===== config.mk =====
export PLATFORM = sky130hd
export DESIGN_NAME = nanov_mmio_ctrl_flat
export DESIGN_NICKNAME = d
export VERILOG_FILES = /design/src/rtl/nanov_mmio_ctrl_pkg.sv /design/src/rtl/nanov_mmio_ctrl_if.sv /design/src/rtl/nanov_mmio_ctrl_fifo.sv /design/src/rtl/nanov_mmio_ctrl.sv /design/src/flat_wrapper.sv
export SDC_FILE = /design/constraint.sdc
export NUM_CORES = 1
export LEC_CHECK = 0
export CAP_MARGIN = 25
export CORE_ASPECT_RATIO = 0.8
export CORE_UTILIZATION = 35
export DETAILED_ROUTE_END_ITERATION = 8
export DONT_BUFFER_PORTS = 1
export PLACE_DENSITY_LB_ADDON = 0.15
export SLEW_MARGIN = 0
export SYNTH_ARGS = -nofsm -noshare
export SYNTH_HDL_FRONTEND = slang
export SYNTH_SLANG_ARGS = --single-unit

===== constraint.sdc =====
create_clock -name i_clk -period 2.2 [get_ports i_clk]
set_input_delay 0.44 -clock i_clk [delete_from_list [all_inputs] [get_ports i_clk]]
set_output_delay 0.44 -clock i_clk [all_outputs]
set_load 0.01 [all_outputs]

===== src/rtl/nanov_mmio_ctrl_pkg.sv =====
// Shared definitions for the nanoV MMIO controller: default peripheral
// addresses, status register bit positions, drain FSM states and a
// helper for the CPU's bit-reversed write data.
package nanov_mmio_ctrl_pkg;

  localparam logic [31:0] DEF_GPIO_ADDR      = 32'h1000_0000;
  localparam logic [31:0] DEF_UART_DATA_ADDR = 32'h1000_1000;
  localparam logic [31:0] DEF_UART_STAT_ADDR = 32'h1000_1004;

  // Bit positions inside the UART status word
  localparam int STAT_TX_ACTIVE = 0;
  localparam int STAT_FULL      = 1;
  localparam int STAT_OVF       = 2;
  localparam int STAT_EMPTY     = 3;

  typedef enum logic [1:0] {
    ST_IDLE,
    ST_LAUNCH,
    ST_WAIT_RISE,
    ST_WAIT_FALL
  } drain_state_t;

  // The CPU presents write data MSB-first on the bus
  function automatic logic [31:0] bit_reverse(input logic [31:0] value);
    logic [31:0] result;
    for (int i = 0; i < 32; i++) begin
      result[i] = value[31-i];
    end
    return result;
  endfunction

endpackage


===== src/rtl/nanov_mmio_ctrl_if.sv =====
// CPU-side strobe bus of the nanoV core as seen by the MMIO controller.
interface nanov_mmio_ctrl_if;

  logic        is_addr;
  logic        is_data;
  logic [31:0] bus_out;
  logic [31:0] bus_in;

  modport master (output is_addr, output is_data, output bus_out, input bus_in);
  modport slave  (input is_addr, input is_data, input bus_out, output bus_in);

endinterface


===== src/rtl/nanov_mmio_ctrl_fifo.sv =====
// Synchronous circular-buffer FIFO. A push while full is accepted only
// when a pop happens in the same cycle; pops on an empty FIFO are ignored.
module nanov_sync_fifo #(
  parameter int WIDTH = 8,
  parameter int DEPTH = 4
) (
  input  logic                       i_clk,
  input  logic                       i_rst,
  input  logic                       i_push,
  input  logic [WIDTH-1:0]           i_wdata,
  input  logic                       i_pop,
  output logic [WIDTH-1:0]           o_rdata,
  output logic                       o_full,
  output logic                       o_empty,
  output logic [$clog2(DEPTH):0]     o_count
);

  localparam int AW = $clog2(DEPTH);
  localparam logic [AW:0] FULL_COUNT = (AW + 1)'(DEPTH);

  logic [WIDTH-1:0] r_mem [DEPTH];
  logic [AW-1:0]    r_rd_ptr;
  logic [AW-1:0]    r_wr_ptr;
  logic [AW:0]      r_count;
  logic             w_do_push;
  logic             w_do_pop;

  assign o_full    = (r_count == FULL_COUNT);
  assign o_empty   = (r_count == '0);
  assign o_count   = r_count;
  assign o_rdata   = r_mem[r_rd_ptr];
  assign w_do_pop  = i_pop && !o_empty;
  assign w_do_push = i_push && (!o_full || w_do_pop);

  // Storage write; entries are only meaningful between the pointers
  // NOTE: the memory array is deliberately not reset -- the pointers and
  // count define validity, and leaving it out keeps it mappable to RAM.
  always_ff @(posedge i_clk) begin
    if (w_do_push) begin
      r_mem[r_wr_ptr] <= i_wdata;
    end
  end

  // Pointer and occupancy bookkeeping; pointers wrap modulo DEPTH
  // NOTE: sequential state uses non-blocking assignments so every register
  // samples pre-edge values, independent of block evaluation order.
  always_ff @(posedge i_clk) begin
    if (i_rst) begin
      r_rd_ptr <= '0;
      r_wr_ptr <= '0;
      r_count  <= '0;
    end else begin
      if (w_do_push) r_wr_ptr <= r_wr_ptr + 1'b1;
      if (w_do_pop)  r_rd_ptr <= r_rd_ptr + 1'b1;
      case ({w_do_push, w_do_pop})
        2'b10:   r_count <= r_count + 1'b1;
        2'b01:   r_count <= r_count - 1'b1;
        default: r_count <= r_count;
      endcase
    end
  end

endmodule


===== src/rtl/nanov_mmio_ctrl.sv =====
// nanoV memory-mapped peripheral controller: latches the peripheral select
// on each address phase, handles LED/GPIO writes and read-back, and queues
// UART transmit bytes in a FIFO drained onto the uart_tx serialiser.
module nanov_mmio_ctrl
  import nanov_mmio_ctrl_pkg::*;
#(
  parameter logic [31:0] GPIO_ADDR      = DEF_GPIO_ADDR,
  parameter logic [31:0] UART_DATA_ADDR = DEF_UART_DATA_ADDR,
  parameter logic [31:0] UART_STAT_ADDR = DEF_UART_STAT_ADDR,
  parameter int          FIFO_DEPTH     = 4
) (
  input  logic                    i_clk,
  input  logic                    i_rst,
  nanov_mmio_ctrl_if.slave        cpu,
  input  logic [2:0]              i_buttons,
  output logic [31:0]             o_led_data,
  output logic                    o_uart_tx_en,
  output logic [7:0]              o_uart_tx_data,
  input  logic                    i_uart_tx_busy
);

  localparam int CW = $clog2(FIFO_DEPTH) + 1;

  logic          r_sel_gpio;
  logic          r_sel_udata;
  logic          r_sel_ustat;
  logic [31:0]   r_led_data;
  logic          r_ovf;
  logic          r_rise_wait;
  drain_state_t  r_state;
  drain_state_t  w_next_state;
  logic [31:0]   w_wdata;
  logic          w_push;
  logic          w_pop;
  logic          w_fifo_full;
  logic          w_fifo_empty;
  logic [7:0]    w_fifo_head;
  logic [CW-1:0] w_fifo_count;
  logic          w_tx_active;

  assign w_wdata     = bit_reverse(cpu.bus_out);
  assign w_push      = cpu.is_data && r_sel_udata;
  assign w_tx_active = !w_fifo_empty || (r_state != ST_IDLE) || i_uart_tx_busy;
  assign o_led_data  = r_led_data;

  nanov_sync_fifo #(
    .WIDTH (8),
    .DEPTH (FIFO_DEPTH)
  ) u_tx_fifo (
    .i_clk   (i_clk),
    .i_rst   (i_rst),
    .i_push  (w_push),
    .i_wdata (w_wdata[7:0]),
    .i_pop   (w_pop),
    .o_rdata (w_fifo_head),
    .o_full  (w_fifo_full),
    .o_empty (w_fifo_empty),
    .o_count (w_fifo_count)
  );

  // Peripheral select, loaded from an exact address compare on each address phase
  always_ff @(posedge i_clk) begin
    if (i_rst) begin
      r_sel_gpio  <= 1'b0;
      r_sel_udata <= 1'b0;
      r_sel_ustat <= 1'b0;
    end else if (cpu.is_addr) begin
      r_sel_gpio  <= (cpu.bus_out == GPIO_ADDR);
      r_sel_udata <= (cpu.bus_out == UART_DATA_ADDR);
      r_sel_ustat <= (cpu.bus_out == UART_STAT_ADDR);
    end
  end

  // LED register write and sticky overflow flag; both use the pre-edge select
  always_ff @(posedge i_clk) begin
    if (i_rst) begin
      r_led_data <= '0;
      r_ovf      <= 1'b0;
    end else begin
      if (cpu.is_data && r_sel_gpio) begin
        r_led_data <= w_wdata;
      end
      if (cpu.is_data && r_sel_ustat) begin
        r_ovf <= 1'b0;
      end else if (w_push && w_fifo_full && !w_pop) begin
        r_ovf <= 1'b1;
      end
    end
  end

  // Drain FSM state register plus the WAIT_RISE timeout marker
  always_ff @(posedge i_clk) begin
    if (i_rst) begin
      r_state     <= ST_IDLE;
      r_rise_wait <= 1'b0;
    end else begin
      r_state     <= w_next_state;
      r_rise_wait <= (r_state == ST_WAIT_RISE) && (w_next_state == ST_WAIT_RISE);
    end
  end

  // Drain FSM next state and serialiser handshake
  // NOTE: every output of this block is given a default before the case so
  // no path leaves a signal unassigned, which would otherwise infer a latch.
  always_comb begin
    w_next_state   = r_state;
    o_uart_tx_en   = 1'b0;
    o_uart_tx_data = '0;
    w_pop          = 1'b0;
    case (r_state)
      ST_IDLE: begin
        if ((w_fifo_count != '0) && !i_uart_tx_busy) w_next_state = ST_LAUNCH;
      end
      ST_LAUNCH: begin
        o_uart_tx_en   = 1'b1;
        o_uart_tx_data = w_fifo_head;
        w_pop          = 1'b1;
        w_next_state   = ST_WAIT_RISE;
      end
      ST_WAIT_RISE: begin
        // Give up after two cycles so a serialiser that never answers cannot stall the queue
        if (i_uart_tx_busy)   w_next_state = ST_WAIT_FALL;
        else if (r_rise_wait) w_next_state = ST_IDLE;
      end
      ST_WAIT_FALL: begin
        if (!i_uart_tx_busy) w_next_state = ST_IDLE;
      end
      default: w_next_state = ST_IDLE;
    endcase
  end

  // Read-data mux, driven purely from the latched select
  always_comb begin
    cpu.bus_in = '0;
    if (r_sel_gpio) begin
      cpu.bus_in[2:0] = i_buttons;
    end else if (r_sel_ustat) begin
      cpu.bus_in[STAT_TX_ACTIVE] = w_tx_active;
      cpu.bus_in[STAT_FULL]      = w_fifo_full;
      cpu.bus_in[STAT_OVF]       = r_ovf;
      cpu.bus_in[STAT_EMPTY]     = w_fifo_empty;
    end
  end

endmodule


===== src/flat_wrapper.sv =====
// flat-port wrapper written by rule: the top's interface ports become plain ports
module nanov_mmio_ctrl_flat import nanov_mmio_ctrl_pkg::*;
#(
  parameter logic [31:0] GPIO_ADDR      = DEF_GPIO_ADDR,
  parameter logic [31:0] UART_DATA_ADDR = DEF_UART_DATA_ADDR,
  parameter logic [31:0] UART_STAT_ADDR = DEF_UART_STAT_ADDR,
  parameter int          FIFO_DEPTH     = 4
)
  (i_clk, i_rst, i_buttons, o_led_data, o_uart_tx_en, o_uart_tx_data, i_uart_tx_busy, cpu_is_addr, cpu_is_data, cpu_bus_out, cpu_bus_in);
  nanov_mmio_ctrl_if cpu_i ();
  input  logic i_clk;
  input  logic i_rst;
  input  logic [2:0] i_buttons;
  output logic [31:0] o_led_data;
  output logic o_uart_tx_en;
  output logic [7:0] o_uart_tx_data;
  input  logic i_uart_tx_busy;
  input wire logic [$bits(cpu_i.is_addr)-1:0] cpu_is_addr;
  input wire logic [$bits(cpu_i.is_data)-1:0] cpu_is_data;
  input wire logic [$bits(cpu_i.bus_out)-1:0] cpu_bus_out;
  output wire logic [$bits(cpu_i.bus_in)-1:0] cpu_bus_in;
  assign cpu_i.is_addr = cpu_is_addr;
  assign cpu_i.is_data = cpu_is_data;
  assign cpu_i.bus_out = cpu_bus_out;
  assign cpu_bus_in = cpu_i.bus_in;
  nanov_mmio_ctrl #(.GPIO_ADDR(GPIO_ADDR), .UART_DATA_ADDR(UART_DATA_ADDR), .UART_STAT_ADDR(UART_STAT_ADDR), .FIFO_DEPTH(FIFO_DEPTH)) u_core (.i_clk(i_clk), .i_rst(i_rst), .cpu(cpu_i), .i_buttons(i_buttons), .o_led_data(o_led_data), .o_uart_tx_en(o_uart_tx_en), .o_uart_tx_data(o_uart_tx_data), .i_uart_tx_busy(i_uart_tx_busy));
endmodule

# After elaboration in Yosys (flattened, before gate mapping)
# Memories as Yosys holds them, arrays and structs flattened. A register that Yosys moved wholly into a read port is not among the register bits.
# Cells that the tools add are included.
[totals] regBits=46 mem_bits_rw=32 in_bits=40 out_inout_bits=73 elab_cells=62 mem_count=1
[classes] add_sub_neg=4 n_eq_ne=10 mux=15 reduce_logical=22
[mem_list] name="u_core.u_tx_fifo.r_mem" depth=4 width=8 read_ports=1 rd_ports_with_merged_regs=1 write_ports=1 line_no="nanov_mmio_ctrl_fifo.sv:21" source="logic [WIDTH-1:0] r_mem [DEPTH];"
[ops] operator="$eq A32 B29 Y1 const B" count=3
[ops] operator="$mux W2" count=6
[ops] operator="$logic_and A1 B1 Y1" count=9
[ops] operator="$eq A2 B2 Y1 const B" count=4
[ops] operator="$mux W8" count=1
[ops] operator="$pmux W2 S4" count=1
[ops] operator="$pmux W3 S2" count=1
[ops] operator="$add A2 B1 Y2 const B" count=2
[ops] operator="$eq A2 B1 Y1 const B" count=2
[ops] operator="$logic_not A1 Y1" count=4
[ops] operator="$mux W1" count=4
[ops] operator="$mux W4" count=1
[ops] operator="$reduce_bool A2 Y1" count=2
[ops] operator="$add A3 B1 Y3 const B" count=1
[ops] operator="$eq A3 B3 Y1 const B" count=1
[ops] operator="$logic_not A3 Y1" count=1
[ops] operator="$logic_or A1 B1 Y1" count=3
[ops] operator="$mux W3" count=1
[ops] operator="$reduce_bool A3 Y1" count=1
[ops] operator="$sub A3 B1 Y3 const B" count=1
[ops] operator="$logic_not A2 Y1" count=1
[ops] operator="$reduce_or A2 Y1" count=1

# Depth between registers and ports, before layout
# Gate-level depths: netlist of the first run.
[depth] word_depth=7 depth_mapped=8 ltp_nobuf=8

# Cells and area by module
# From an unflattened synthesis of the first run, not the netlist that was laid out.
[unflattened] cells_unflattened=331 area_unflattened_um2=3514.6
[by_module_without_submodules] module="nanov_mmio_ctrl" n_inst=1 cells_per_inst=230 area_each_um2=1823.0 seq_area_each_um2=780.7
[by_module_without_submodules] module="nanov_sync_fifo" n_inst=1 cells_per_inst=101 area_each_um2=1691.6 seq_area_each_um2=1141.1

# Worst setup path after synthesis of the first run
# Ideal clock, no wire load.
[synth_timing] path_kind="flip-flop to flip-flop" startpoint="register u_core.u_tx_fifo.r_count[0], in the netlist u_core.u_tx_fifo.o_count[0]" endpoint="register u_core.u_tx_fifo.r_count[2], in the netlist u_core.u_tx_fifo.o_count[2]" setup_ns=0.070 arrival_time_ns=2.036 required_time_ns=2.130 slack_ns=0.093 stages_incl_launch_ff=8 n_path_buf=0 synth_period_minus_slack_ns=2.107 cell_sequence="dfxtp_1 or3_4 and2_4 ha_1 fa_1 xnor2_1 or3_1 a21oi_1"
[synth_between] elab_chain_len=7 elab_cells_between_ends=13 cone_classes="2 x add/sub; 3 x eq/ne; 1 x mux; 7 x reduce/logical"
[synth_lines] item="from (decl)" line_no="nanov_mmio_ctrl_fifo.sv:24" source="logic [AW:0] r_count;"
[synth_lines] item="from (signal assigned)" line_no="nanov_mmio_ctrl_fifo.sv:56" source="2'b10: r_count <= r_count + 1'b1;"
[synth_lines] item="from (signal assigned)" line_no="nanov_mmio_ctrl_fifo.sv:57" source="2'b01: r_count <= r_count - 1'b1;"
[synth_lines] item="from (signal assigned)" line_no="nanov_mmio_ctrl_fifo.sv:58" source="default: r_count <= r_count;"
[synth_lines] item="$logic_not A3 Y1 *" line_no="nanov_mmio_ctrl_fifo.sv:29" source="assign o_empty = (r_count == '0);"
[synth_lines] item="$logic_not A1 Y1 *" line_no="nanov_mmio_ctrl_fifo.sv:32" source="assign w_do_pop = i_pop && !o_empty;"
[synth_lines] item="$logic_and A1 B1 Y1 *" line_no="nanov_mmio_ctrl_fifo.sv:32"
[synth_lines] item="net u_core.u_tx_fifo.w_do_pop" line_no="nanov_mmio_ctrl_fifo.sv:26" source="logic w_do_pop;"
[synth_lines] item="$logic_or A1 B1 Y1" line_no="nanov_mmio_ctrl_fifo.sv:33" source="assign w_do_push = i_push && (!o_full || w_do_pop);"
[synth_lines] item="$logic_and A1 B1 Y1" line_no="nanov_mmio_ctrl_fifo.sv:33"
[synth_lines] item="$eq A2 B1 Y1 / $eq A2 B2 Y1 (equally long branches)" line_no="nanov_mmio_ctrl_fifo.sv:55" source="case ({w_do_push, w_do_pop})"
[synth_lines] item="$pmux W3 S2 / $reduce_bool A2 Y1 (equally long branches)"
# The timed path passes the listed nets; every way through them passes the cells marked *.
# A chain may end at the register's enable or synchronous reset.

# Worst setup path in the final report of the first run
[layout_timing] startpoint="register u_core.u_tx_fifo.r_count[1], in the netlist u_core.u_tx_fifo.o_count[1]" endpoint="register u_core.u_tx_fifo.r_count[2], in the netlist u_core.u_tx_fifo.o_count[2]"
# Same word-level chain as after synthesis.

==> results of run 1 <==
[cell usage after synthesis (2+ instances only)]
library cell	number	share of area, %
nand2_1	67	7.3
dfxtp_1	48	28
a21oi_1	34	5.0
buf_4	32	7.0
edfxtp_1	32	28
and2_1	13	2.4
nor2_1	11	1.2
mux4_1	7	5.4
clkbuf_1	6	0.66
inv_1	6	0.66
ha_1	5	1.8
nor4_1	5	0.91
nor3_1	3	0.44
o21ai_0	3	0.44
a22o_1	2	0.51
a32o_1	2	0.59
and3_1	2	0.37
buf_1	2	0.22
buf_2	2	0.29
mux2i_1	2	0.59
nand4_1	2	0.37
nor2b_1	2	0.37
nor4b_1	2	0.51
xnor2_1	2	0.51
xor2_1	2	0.51
[layout make-up]
| cell class | count | area, um^2 |
|---|---|---|
| fillers | 910 | 5480 |
| flip-flops and latches | 80 | 1920 |
| multi-input cells | 210 | 1290 |
| clock buffers | 9 | 225 |
| well taps | 115 | 144 |
| clock inverters | 7 | 126 |
| repair buffers | 7 | 52.6 |
| inverters | 6 | 22.5 |
[per-stage QoR]
stage,worst slack (ns),utilization [%]
2_1_floorplan,0.0935,-
3_3_place_gp,0.107,37.0
3_5_place_dp,0.0807,37.0
4_1_cts,0.0213,40.8
5_1_grt,0.00294,40.9
6_report,0.0817,40.9
[path summary, 6_finish.rpt]
check                                            startpoint                     endpoint  slack, ns  depth (start not counted)
worst max-delay path            u_core.u_tx_fifo.o_count[1]  u_core.u_tx_fifo.o_count[2]       0.08                          7
worst min-delay path                                  i_rst        u_core.o_led_data[17]       0.17                          1
worst max register to register  u_core.u_tx_fifo.o_count[1]  u_core.u_tx_fifo.o_count[2]       0.08                          7
worst min register to register         u_core.o_led_data[7]         u_core.o_led_data[7]       0.50                          2
[cell families (layout without fill, tap and decap cells)]
logic type               count (synthesis)  in the layout
flip-flops                              80             80
XOR/XNOR                                 5              5
AND/OR/NAND/NOR                        114            114
multiplexers                            10             10
other                                    1             28
AO/OA/AOI/OAI                           47             47
buffers and inverters                   49             29
adder cells (fa/ha/maj)                  6              6
[timing repair]
action                     4_1_cts  5_1_grt
resized for setup                0        4
setup endpoints to repair        0        5
setup buffers                    0        0
[worst register-to-register path, stage by stage (launching register included)]
cell and delay [ns]:
dfxtp_1 0.35, or3_4 0.38, and2_4 0.16, ha_1 0.21, fa_1 0.38, xnor2_1 0.14, or3_1 0.30, a21oi_1 0.13
[registers in the layout, summed over array words and instances (netlist names), named ones only]
name                       flops
u_core.o_led_data             32
u_core.r_ovf                   1
u_core.r_rise_wait             1
u_core.r_sel_gpio              1
u_core.r_sel_udata             1
u_core.r_sel_ustat             1
u_core.r_state                 2
u_core.u_tx_fifo.o_count       3
u_core.u_tx_fifo.r_mem        32
u_core.u_tx_fifo.r_rd_ptr      2
u_core.u_tx_fifo.r_wr_ptr      2
[metal layers]
layer / up-vias / GRT usage [%] / wire, um
met2: 71 / 21.9 / 3170
met4: 0 / 3.33 / 30
met3: 2 / 7.58 / 684
li1: 1034 / - / -
met1: 1004 / 17.1 / 3090
met5: - / 0 / 0
[power by group]
part           switching, uW  total (uW)  internal (uW)
Clock                    618        1740           1120
Sequential       0.000000328        1540           1540
Combinational           25.6        30.5           4.89
==> reports/results.ini, run 1 <==
[detailed_routing]
wl_per_cell_um=16.1
drtIter0Drc=73
vias=2111
ant_nets=0
first_pass_iters=4
drc_errors=0
via_per_inst=4.86
wl_um=6980

[setup_path]
critPathMaxFanout=4
cp.arrival_ns=2.38
cpPeakStageDelay_ns=0.38
cp_num_buf_inv=0
cp-start-kind=flop
path_class=reg2reg
cp.required_ns=2.46
crit_family=simple AND/OR/NAND/NOR gates
cp_slowest_cell=or3_4
crit_chain=or3_4 > and2_4 > ha_1 > fa_1 > xnor2_1 > or3_1 > a21oi_1
endpoint_kind=flop

[cts]
cts_tree=yes
cts_sinks=80
clock_path_buffers=2
cts_root_buf=clkbuf_16
htree_num_levels=3
insertion_delay_ns=0.33
clk_pin_slew_ns=0.06
postCtsHoldBufs=0
numCtsBuffers=9

[floorplan]
dieArea_um2=10200
io_pins=113
initial_core_util_pct=36.9
core_area_um2=9270
fp-row-count=31
die_x_um=113
die_h_um=90.4

[placed_design]
post-place-cells=418
place_area_um2=3430
place_congestion=0.697
post-dp-hpwl_um=4860
port_buffers=0

[run]
cap_viol_max_count=0

[synthesis]
synth-compound-area-share_pct=8.23
syn-mean-instance-area_um2=11.0
ys_ff_latch=80
synth_fa_ha_area_share_pct=2.41
synth_ff_type=dfxtp_1
synth_top_family_by_area=simple AND/OR/NAND/NOR gates
synth-edff-count=32
synthArstFlopShare_pct=0
syn_inst=312
synth.distinct_cells=43
synthXorXnorAreaFrac_pct=1.50
synthSimpleGateAreaFrac_pct=15.8
seq_area_frac_synth_pct=56.2
yosysWarnings=0
synth_area_um2=3420
synth_mux_area_share_pct=6.62

[finish]
nets=360
syn_to_final_growth_pct=10.7
stdcell_area_um2=3790
drive_above_1_share_pct=10.3
final_common_cell=nand2_1
antenna_cells=0
final_cell_mix=nand2_1 (67), dfxtp_1 (46), a21oi_1 (34)
fin_cells=434

[power]
pwr_density_cell_nw_per_um2=874
leakagePower_uw=0.00133
total_power_uw=3310
peakVddDrop_uv=477

[sta]
fin_skew_ns=0.00561
fmaxAchievable_mhz=472
rsz0062_at_grt=no
tns_ns=0
finalSetupViolCount=0
hold_violations=0
hold_ws_ns=0.168
slew_violations=0
fin_crit_sh_pct=96.3
fin_crit_ns=2.12

[global_routing]
antenna_found_initial=0
grt_pass1_vias=2063
grt_overflow=0
grt_max_degree=47
grt_use_total_pct=14.1
grt_pass1_wl_um=10800

[worst_hold_path]
hp-class=in2reg

[outcome]
outcome=finished clean

No activity file was read; power rests on OpenSTA's default activity.
==> inputs of run 2 (changes only) <==
Settings changed: PLACE_DENSITY from default to 0.53, PLACE_DENSITY_LB_ADDON 0.15 to default, SLEW_MARGIN 0 to 5.
==> reports/results.ini, run 2 (same netlist as run 1, synthesis figures left out) <==
[setup_path]
path_class=reg2reg
r2r-end=u_core.u_tx_fifo.o_count[2]
crit_chain=or3_4 > and2_4 > ha_1 > fa_2 > xnor2_1 > or3_1 > a21oi_1
cp_num_buf_inv=0
crit_family=simple AND/OR/NAND/NOR gates
cpPeakStageDelay_ns=0.39
critPathMaxFanout=4
regToRegStartpoint=u_core.u_tx_fifo.o_count[0]
endpoint_kind=flop
cp.required_ns=2.46
cp_slowest_cell=or3_4
cp.arrival_ns=2.38
rrSetupSlack_ns=0.08
reg2reg_depth=7
cp-start-kind=flop

[sta]
fin_crit_ns=2.12
tightestPinTransition_ns=0.508
finalSetupViolCount=0
slew_violations=0
maxSlewHeadroom_pct=66.1
rsz0062_at_grt=no
layout_setup_ws_ns=0.0804
fmaxAchievable_mhz=472
tns_ns=0
hold_violations=0
fin_skew_ns=0.00744
fin_crit_sh_pct=96.3

[detailed_routing]
wl_um=6960
ant_nets=0
drtIter0Drc=84
via_per_inst=4.88
first_pass_iters=4
vias=2115
drc_errors=0
wl_per_cell_um=16.1

[finish]
syn_to_final_growth_pct=8.74
final_cell_mix=nand2_1 (67), dfxtp_1 (44), a21oi_1 (34)
drive_above_1_share_pct=10.7
antenna_cells=0
nets=359
final_common_cell=nand2_1

[cts]
insertion_delay_ns=0.33
cts_root_buf=clkbuf_16
clk_pin_slew_ns=0.06
htree_num_levels=3
cts_setup_buffers=0
cts_tree=yes
clock_path_buffers=2
cts_sinks=80
numCtsBuffers=9

[power]
peakVddDrop_uv=283
pwr_density_cell_nw_per_um2=803
leakagePower_uw=0.00129

[worst_hold_path]
hp-class=in2reg
holdPathStages=1
min_to=u_core.o_led_data[13]
hp-start=i_rst

[floorplan]
io_pins=113
dieArea_um2=10200
fp-row-count=31
initial_core_util_pct=36.9
core_area_um2=9270
die_x_um=113
die_h_um=90.4

[run]
cap_viol_max_count=0

[placed_design]
post-dp-hpwl_um=4920
place_ws_ns=0.0310
port_buffers=0
place_congestion=0.713

[global_routing]
grt_use_total_pct=14.4
grt_pass1_vias=2093
antenna_found_initial=0
grt_max_degree=47
grt_overflow=0
grt_pass1_wl_um=11000

[outcome]
outcome=finished clean

==> run 2: cell count changes in the layout (fill, tap and decap cells not counted), sizes merged <==
cell	previous run	this run
bufinv	3	0
clkbuf	9	12
inv	9	7
buf	7	6
clkinv	0	1
clkinvlp	1	2
==> run 2: area by class of cell <==
| class | instances | area (um^2) |
|---|---|---|
| Tap cell | 115 | 144 |
| Sequential cell | 80 | 1930 |
| Multi-Input combinational cell | 210 | 1290 |
| Fill cell | 900 | 5550 |
| Timing Repair Buffer | 6 | 45.0 |
| Inverter | 6 | 22.5 |
| Clock inverter | 4 | 26.3 |
| Clock buffer | 12 | 267 |
==> run 2: what timing repair did <==
| item | CTS | global route |
|---|---|---|
| hold buffers | 0 | 0 |
| resized for setup | 0 | 5 |
| setup endpoints to repair | 0 | 4 |
==> run 2: per-layer routing <==
metal	vias up	track usage (%)	routed length, um
met5	-	0	0
met4	0	4.33	29
met3	4	7.92	739
met2	81	21.3	3190
met1	1002	17.8	3010
li1	1028	-	-
==> run 2: how the worst max path moves through the flow <==
stage | slack, ns | endpoint | cells past startpoint | startpoint
6_report | 0.08 | u_core.u_tx_fifo.o_count[2] | 7 | u_core.u_tx_fifo.o_count[0]
3_5_place_dp | 0.03 | u_core.u_tx_fifo.o_count[2] | 7 | u_core.u_tx_fifo.o_count[0]
2_1_floorplan | 0.09 | u_core.u_tx_fifo.o_count[2] | 7 | u_core.u_tx_fifo.o_count[0]
5_1_grt | 0.01 | cpu_bus_in[0] | 4 | u_core.u_tx_fifo.o_count[0]
3_3_place_gp | 0.07 | u_core.u_tx_fifo.o_count[2] | 7 | u_core.u_tx_fifo.o_count[0]
4_1_cts | 0.004 | u_core.u_tx_fifo.o_count[2] | 7 | u_core.u_tx_fifo.o_count[0]
==> run 2: where the power goes <==
part,switching (uW),internal (uW)
logic,25.9,4.89
clock network,564,854
registers,0.000000314,1540
total,590,2400
==> run 2: per-stage QoR <==
step / total power (uW) / hold WS (ns) / util [%] / std cells / cell area (um^2)
after floorplan: 1650 / 0.445 / - / 339 / 3520
after global placement: 1600 / 0.476 / 36.9 / 417 / 3420
after detailed placement: 1600 / 0.489 / 36.9 / 417 / 3420
after CTS: 3030 / 0.157 / 40.1 / 433 / 3710
after global routing: 3110 / 0.145 / 40.1 / 433 / 3720
final: 2990 / 0.171 / 40.1 / 433 / 3720
